### src/rtl/axis_downsizer_pkt_if.sv
// AXI4-Stream handshake bundle (tdata/tvalid/tlast/tready) shared by both
// sides of the packet-aware downsizer.  The width is set per instance.
interface axis_downsizer_pkt_if #(
  parameter int DATA_WIDTH = 32
);
  logic [DATA_WIDTH-1:0] tdata;
  logic                  tvalid;
  logic                  tlast;
  logic                  tready;

  // Source side: drives the payload and valid/last, observes ready.
  modport master (
    output tdata,
    output tvalid,
    output tlast,
    input  tready
  );

  // Sink side: observes the payload and valid/last, drives ready.
  modport slave (
    input  tdata,
    input  tvalid,
    input  tlast,
    output tready
  );
endinterface

### src/rtl/axis_downsizer_pkt.sv
// Packet-aware AXI4-Stream downsizer.  Each wide input beat is held in a
// register and emitted as 1..RATIO narrow words, LSB word first or MSB word
// first, with TLAST marking the final word of a beat that carried TLAST.
// A new beat is accepted in the same cycle as the last word of the current
// one leaves, so a continuously valid input produces gap-free output.
// Optional build macro AXIS_DOWNSIZER_PKT_STATUS_EN adds sts_data with
// packet/beat counters.
module axis_downsizer_pkt #(
  parameter int S_AXIS_TDATA_WIDTH = 128,
  parameter int M_AXIS_TDATA_WIDTH = 32,
  parameter bit MSB_FIRST          = 1'b0
) (
  input  logic                        aclk,
  input  logic                        areset,
  input  logic [15:0]                 cfg_data,
  axis_downsizer_pkt_if.slave         s_axis,
  axis_downsizer_pkt_if.master        m_axis
`ifdef AXIS_DOWNSIZER_PKT_STATUS_EN
  ,
  output logic [31:0]                 sts_data
`endif
);

  localparam int RATIO      = S_AXIS_TDATA_WIDTH / M_AXIS_TDATA_WIDTH;
  localparam int CNTR_WIDTH = (RATIO > 2) ? $clog2(RATIO) : 1;
  localparam logic [CNTR_WIDTH-1:0] N_MAX = CNTR_WIDTH'(RATIO - 1);

  typedef enum logic {
    IDLE = 1'b0,
    EMIT = 1'b1
  } state_t;

  state_t                          state_q, state_d;
  logic [S_AXIS_TDATA_WIDTH-1:0]   beat_q, beat_d;
  logic [CNTR_WIDTH-1:0]           idx_q, idx_d;
  logic [CNTR_WIDTH-1:0]           n_q, n_d;
  logic                            last_q, last_d;

  logic                            busy;
  logic                            at_end;
  logic                            s_acc;
  logic                            m_hs;
  logic                            m_last;
  logic [CNTR_WIDTH-1:0]           cfg_n;
  logic [CNTR_WIDTH-1:0]           sel;
  logic [M_AXIS_TDATA_WIDTH-1:0]   words [RATIO];

  // Slice the held beat into its narrow words.
  generate
    for (genvar gi = 0; gi < RATIO; gi++) begin : g_words
      assign words[gi] = beat_q[gi*M_AXIS_TDATA_WIDTH +: M_AXIS_TDATA_WIDTH];
    end
  endgenerate

  // Word count from cfg_data; clip only when the counter can exceed RATIO-1.
  generate
    if ((1 << CNTR_WIDTH) > RATIO) begin : g_sat
      assign cfg_n = (cfg_data[CNTR_WIDTH-1:0] > N_MAX) ? N_MAX : cfg_data[CNTR_WIDTH-1:0];
    end else begin : g_nosat
      assign cfg_n = cfg_data[CNTR_WIDTH-1:0];
    end
    if (CNTR_WIDTH < 16) begin : g_cfg_hi
      logic unused_cfg_hi;
      assign unused_cfg_hi = ^cfg_data[15:CNTR_WIDTH];
    end
  endgenerate

  assign busy   = (state_q == EMIT);
  assign at_end = (idx_q == n_q);
  assign m_hs   = busy & m_axis.tready;
  assign m_last = busy & last_q & at_end;

  // Ready when empty, or when the final word of the held beat is leaving now.
  assign s_axis.tready = ~areset & (~busy | (m_axis.tready & at_end));
  assign s_acc         = s_axis.tvalid & s_axis.tready;

  // MSB-first order walks the kept words downward from word n.
  assign sel = MSB_FIRST ? (n_q - idx_q) : idx_q;

  assign m_axis.tvalid = busy;
  assign m_axis.tlast  = m_last;
  assign m_axis.tdata  = words[sel];

  // Next-state logic: load on acceptance, step idx per output handshake.
  always_comb begin
    state_d = state_q;
    beat_d  = beat_q;
    idx_d   = idx_q;
    n_d     = n_q;
    last_d  = last_q;
    case (state_q)
      IDLE: begin
        if (s_acc) begin
          state_d = EMIT;
          beat_d  = s_axis.tdata;
          n_d     = cfg_n;
          last_d  = s_axis.tlast;
          idx_d   = '0;
        end
      end
      EMIT: begin
        if (m_hs) begin
          if (!at_end) begin
            idx_d = idx_q + 1'b1;
          end else if (s_acc) begin
            beat_d = s_axis.tdata;
            n_d    = cfg_n;
            last_d = s_axis.tlast;
            idx_d  = '0;
          end else begin
            state_d = IDLE;
          end
        end
      end
      default: state_d = IDLE;
    endcase
  end

  // State and beat registers with synchronous reset.
  always_ff @(posedge aclk) begin
    if (areset) begin
      state_q <= IDLE;
      beat_q  <= '0;
      idx_q   <= '0;
      n_q     <= '0;
      last_q  <= 1'b0;
    end else begin
      state_q <= state_d;
      beat_q  <= beat_d;
      idx_q   <= idx_d;
      n_q     <= n_d;
      last_q  <= last_d;
    end
  end

`ifdef AXIS_DOWNSIZER_PKT_STATUS_EN
  logic [15:0] pkt_cnt_q, pkt_cnt_d;
  logic [15:0] beat_cnt_q, beat_cnt_d;

  // Count packets leaving and beats entering; both wrap at 16 bits.
  always_comb begin
    pkt_cnt_d  = pkt_cnt_q;
    beat_cnt_d = beat_cnt_q;
    if (m_hs && m_last) begin
      pkt_cnt_d = pkt_cnt_q + 16'd1;
    end
    if (s_acc) begin
      beat_cnt_d = beat_cnt_q + 16'd1;
    end
  end

  // Status counter registers, cleared by reset.
  always_ff @(posedge aclk) begin
    if (areset) begin
      pkt_cnt_q  <= '0;
      beat_cnt_q <= '0;
    end else begin
      pkt_cnt_q  <= pkt_cnt_d;
      beat_cnt_q <= beat_cnt_d;
    end
  end

  assign sts_data = {pkt_cnt_q, beat_cnt_q};
`endif

endmodule

### src/flat_wrapper.sv
// flat-port wrapper written by rule: the top's interface ports become plain ports
module axis_downsizer_pkt_flat 
#(
  parameter int S_AXIS_TDATA_WIDTH = 128,
  parameter int M_AXIS_TDATA_WIDTH = 32,
  parameter bit MSB_FIRST          = 1'b0
)
  (aclk, areset, cfg_data, s_axis_tdata, s_axis_tvalid, s_axis_tlast, s_axis_tready, m_axis_tdata, m_axis_tvalid, m_axis_tlast, m_axis_tready);
  axis_downsizer_pkt_if #(.DATA_WIDTH((128))) s_axis_i ();
  axis_downsizer_pkt_if #(.DATA_WIDTH((32))) m_axis_i ();
  input  logic aclk;
  input  logic areset;
  input  logic [15:0] cfg_data;
  input wire logic [$bits(s_axis_i.tdata)-1:0] s_axis_tdata;
  input wire logic [$bits(s_axis_i.tvalid)-1:0] s_axis_tvalid;
  input wire logic [$bits(s_axis_i.tlast)-1:0] s_axis_tlast;
  output wire logic [$bits(s_axis_i.tready)-1:0] s_axis_tready;
  output wire logic [$bits(m_axis_i.tdata)-1:0] m_axis_tdata;
  output wire logic [$bits(m_axis_i.tvalid)-1:0] m_axis_tvalid;
  output wire logic [$bits(m_axis_i.tlast)-1:0] m_axis_tlast;
  input wire logic [$bits(m_axis_i.tready)-1:0] m_axis_tready;
  assign s_axis_i.tdata = s_axis_tdata;
  assign s_axis_i.tvalid = s_axis_tvalid;
  assign s_axis_i.tlast = s_axis_tlast;
  assign s_axis_tready = s_axis_i.tready;
  assign m_axis_tdata = m_axis_i.tdata;
  assign m_axis_tvalid = m_axis_i.tvalid;
  assign m_axis_tlast = m_axis_i.tlast;
  assign m_axis_i.tready = m_axis_tready;
  axis_downsizer_pkt #(.S_AXIS_TDATA_WIDTH(S_AXIS_TDATA_WIDTH), .M_AXIS_TDATA_WIDTH(M_AXIS_TDATA_WIDTH), .MSB_FIRST(MSB_FIRST)) u_core (.aclk(aclk), .areset(areset), .cfg_data(cfg_data), .s_axis(s_axis_i), .m_axis(m_axis_i));
endmodule
### config.mk
export PLATFORM = sky130hd
export DESIGN_NAME = axis_downsizer_pkt_flat
export DESIGN_NICKNAME = d
export VERILOG_FILES = /design/src/rtl/axis_downsizer_pkt_if.sv /design/src/rtl/axis_downsizer_pkt.sv /design/src/flat_wrapper.sv
export SDC_FILE = /design/constraint.sdc
export NUM_CORES = 1
export LEC_CHECK = 0
export CAP_MARGIN = 10
export CORE_ASPECT_RATIO = 0.7
export CORE_UTILIZATION = 35
export DETAILED_ROUTE_END_ITERATION = 12
export PLACE_DENSITY = 0.71
export SETUP_SLACK_MARGIN = 0.3
export SLEW_MARGIN = 10
export SYNTH_ARGS = -nofsm -noshare
export SYNTH_HDL_FRONTEND = slang
export SYNTH_SLANG_ARGS = --single-unit
### constraint.sdc
create_clock -name aclk -period 4.18 [get_ports aclk]
set_clock_uncertainty 0.05 [all_clocks]
set_input_delay 1.254 -clock aclk [delete_from_list [all_inputs] [get_ports aclk]]
set_output_delay 1.254 -clock aclk [all_outputs]
set_load 0.1 [all_outputs]
==> implementation parameters <==
Parameter                              Value

Yosys
  Number of distinct library cells after synthesis ... 22
  Flip-flop and latch count after synthesis ... 134
  Net Count, Synth ... 778
  Mean instance size in the synthesized netlist ... 8.72 µm²
  Sequential area share after synthesis ... 0.489
  Synthesis Warnings ... 0
  Netlist area before placement ... 5490 µm²
  Gate count after technology mapping ... 629

Global routing
  Total routing resource utilization after global routing ... 0.185
  Vias in the first global route ... 4736
  Overflow after GRT ... 0
  Wire length of the first global-routing pass ... 23300 µm
  Antenna violations before repair ... 0
  Largest net degree at the start of global routing ... 81

Place
  Detailed placement HPWL ... 9420 µm
  # placed instances ... 951
  Routability-driven placement congestion ratio ... 0.760
  # port buffers ... 169

Die
  Initial core utilization ... 0.366
  Die X-Extent ... 152 µm
  Row count ... 37
  Top-level I/O count ... 184
  Area enclosed by the die boundary ... 16200 µm²
  Area of the core region ... 15000 µm²
  Vertical die dimension ... 107 µm

Clocking
  Post-CTS clock slew at the launch and capture registers of the worst setup and hold paths ... 0.06 ns
  CTS Buf Count ... 17
  H-tree depth ... 4
  Clock latency on the worst-skew pair ... 0.41 ns
  Hold buffer count at CTS ... 0
  Post_cts resized ... 0
  CTS tree ... done
  CTS sink cnt ... 134
  Post-CTS setup buffer count ... 0
  Cell at the root of the clock tree ... clkbuf_16
  Maximum root-to-sink buffer count ... 2

Route
  Length of the first detailed-routing pass in iterations ... 6
  Final ANT Viol Nets ... 0
  Routed wire per std cell ... 14.7 µm
  Total wirelength of the detailed-routed design ... 14500 µm
  Via density ... 4.84
  Routed vias ... 4755
  Number of DRC violations after detailed routing ... 0
  Initial DRC count ... 223

Power and ir drop
  Worst IR drop on VDD ... 0.191 mV
  Fraction of power consumed by combinational cells ... 0.180
  Cell internal pwr ... 2.54 mW
  Pwr/cell area ... 460 nW/µm²
  Clock network fraction of total power ... 0.422
  Switching portion of total power ... 0.287
  Sequential cell fraction of total power ... 0.398
  Switching power of the nets ... 1.02 mW
  Standby leakage power ... 2.95 nW

Flow run
  MaxCap Viol Count ... 0

Final layout
  Syn-to-layout area delta ... 41.3%
  Fill cells ... 1414
  Count of non-filler cells in the finished layout ... 983
  Fin util ... 0.517
  Layout cell share with drive strength beyond 1 ... 0.148
  Ant. Diodes ... 0
  Nets ... 924

Run status
  Status ... finished, final reports clean

Setup path
  Required time worst endpoint ... 2.88 ns
  Worst R2R Start ... u_core.idx_q[0]
  Source of the critical timing path ... u_core.idx_q[0]
  Startpoint types ... flop
  Data arrival, critical path ... 2.30 ns
  Maximum net fanout on the critical path ... 19
  Endpoint type of the worst setup path ... primary output
  Critical setup path kind ... reg -> out

STA
  Worst hold slack after final layout ... 0.398 ns
  Setup repair after global routing missed its margin ... false
  Maximum clock frequency ... 278 MHz
  Final period utilization ... 0.862
  Final worst path period need ... 3.60 ns
  Final-layout setup total negative slack ... 0 ns
  Count of final max-slew check failures ... 0
  Fin. Hold Viols ... 0
  Pin slew with the least headroom to its limit ... 0.808 ns
  Final setup viols ... 0
  Worst slew margin relative to its limit ... 0.461

Min path
  Hold Path Class ... reg -> reg
  Beginning of the worst hold path ... u_core.beat_q[103]
[cells by family after synthesis]
kind of cell | Yosys count | synth area share
multiplexers | 32 | 0.131
XOR/XNOR | 3 | 0.00752
flip-flops | 134 | 0.489
AO/OA/AOI/OAI | 137 | 0.132
AND/OR/NAND/NOR | 270 | 0.188
buffers and inverters | 53 | 0.0529
[sequential cells by signal, summed over array words and instances, names as in the netlist]
signal	cells
u_core.beat_q	128
u_core.idx_q	2
u_core.n_q	2
u_core.last_q	1
u_core.m_axis.tvalid	1
[placed cells by master, fill, tap and decap left out, types with 2 or more instances in the layout]
cell type | synthesis | routed
clkbuf_8 | 0 | 2
dfxtp_1 | 134 | 132
clkbuf_16 | 0 | 17
clkinv_4 | 0 | 3
inv_6 | 0 | 4
or3b_1 | 2 | 2
dfxtp_2 | 0 | 2
nand2_1 | 263 | 263
mux4_2 | 32 | 32
clkdlybuf4s50_1 | 0 | 133
a21oi_1 | 132 | 132
buf_12 | 0 | 2
clkinvlp_4 | 0 | 3
bufinv_16 | 0 | 2
buf_4 | 20 | 44
xor2_2 | 2 | 2
[routing by layer]
layer  global-route usage  vias up  wire length (µm)
li1                     -     2396                 -
met3               0.0732        7              1350
met1                0.242     2215              6680
met4               0.0467        0                69
met5                    0        -                 0
met2                0.282      137              6350
[layout make-up]
type	instances	area (µm²)	share of cell area
sequential	134	2690	0.346
multi-input combinational	442	2520	0.325
timing repair buffer	179	1700	0.219
clock buffer	20	457	0.0589
tap	195	244	0.0315
clock inverter	12	144	0.0186
inverter	1	3.75	0.000484
[Yosys cell counts, drive strengths merged]
master,n,area share
nand2,263,0.18
dfxtp,134,0.49
a21oi,132,0.12
buf,34,0.040
mux4,32,0.13
clkbuf,18,0.012
xor2,3,0.0075
or3b,2,0.0032
a21bo,1,0.0018
a31oi,1,0.0011
and3,1,0.0011
inv,1,0.00068
nand3,1,0.00091
nor2,1,0.00068
nor2b,1,0.0011
nor3,1,0.00091
o211ai,1,0.0014
o32a,1,0.0018
o32ai,1,0.0050
[power by group through the flow]
stage	registers, mW	logic [mW]	clock network, mW
final	1.42	0.641	1.51
after global placement	1.44	0.640	0
after detailed placement	1.45	0.644	0
after global routing	1.43	0.692	1.59
after CTS	1.42	0.648	1.54
after floorplan	1.44	0.441	0
[final timing paths]
check                            end  slack [ns]  depth (start not counted)
setup / recovery    m_axis_tdata[10]        0.58                          3
hold / removal    u_core.beat_q[103]        0.40                          2
setup reg to reg   u_core.beat_q[34]        1.75                          5
hold reg to reg   u_core.beat_q[103]        0.40                          2
[through the flow]
stage	cell area [µm²]	power (mW)	setup slack [ns]
after floorplan	5490	1.88	0.437
after global placement	7150	2.08	0.597
after detailed placement	7150	2.09	0.585
after CTS	7750	3.60	0.495
after global routing	7750	3.71	0.397
final	7750	3.57	0.578
[worst max-delay path, cell delays in order (launching register included)]
cell and delay, ns:
dfxtp_2 0.76, buf_4 0.34, mux4_2 0.53, buf_4 0.25
Note: power is estimated with default switching activity, not from simulation.
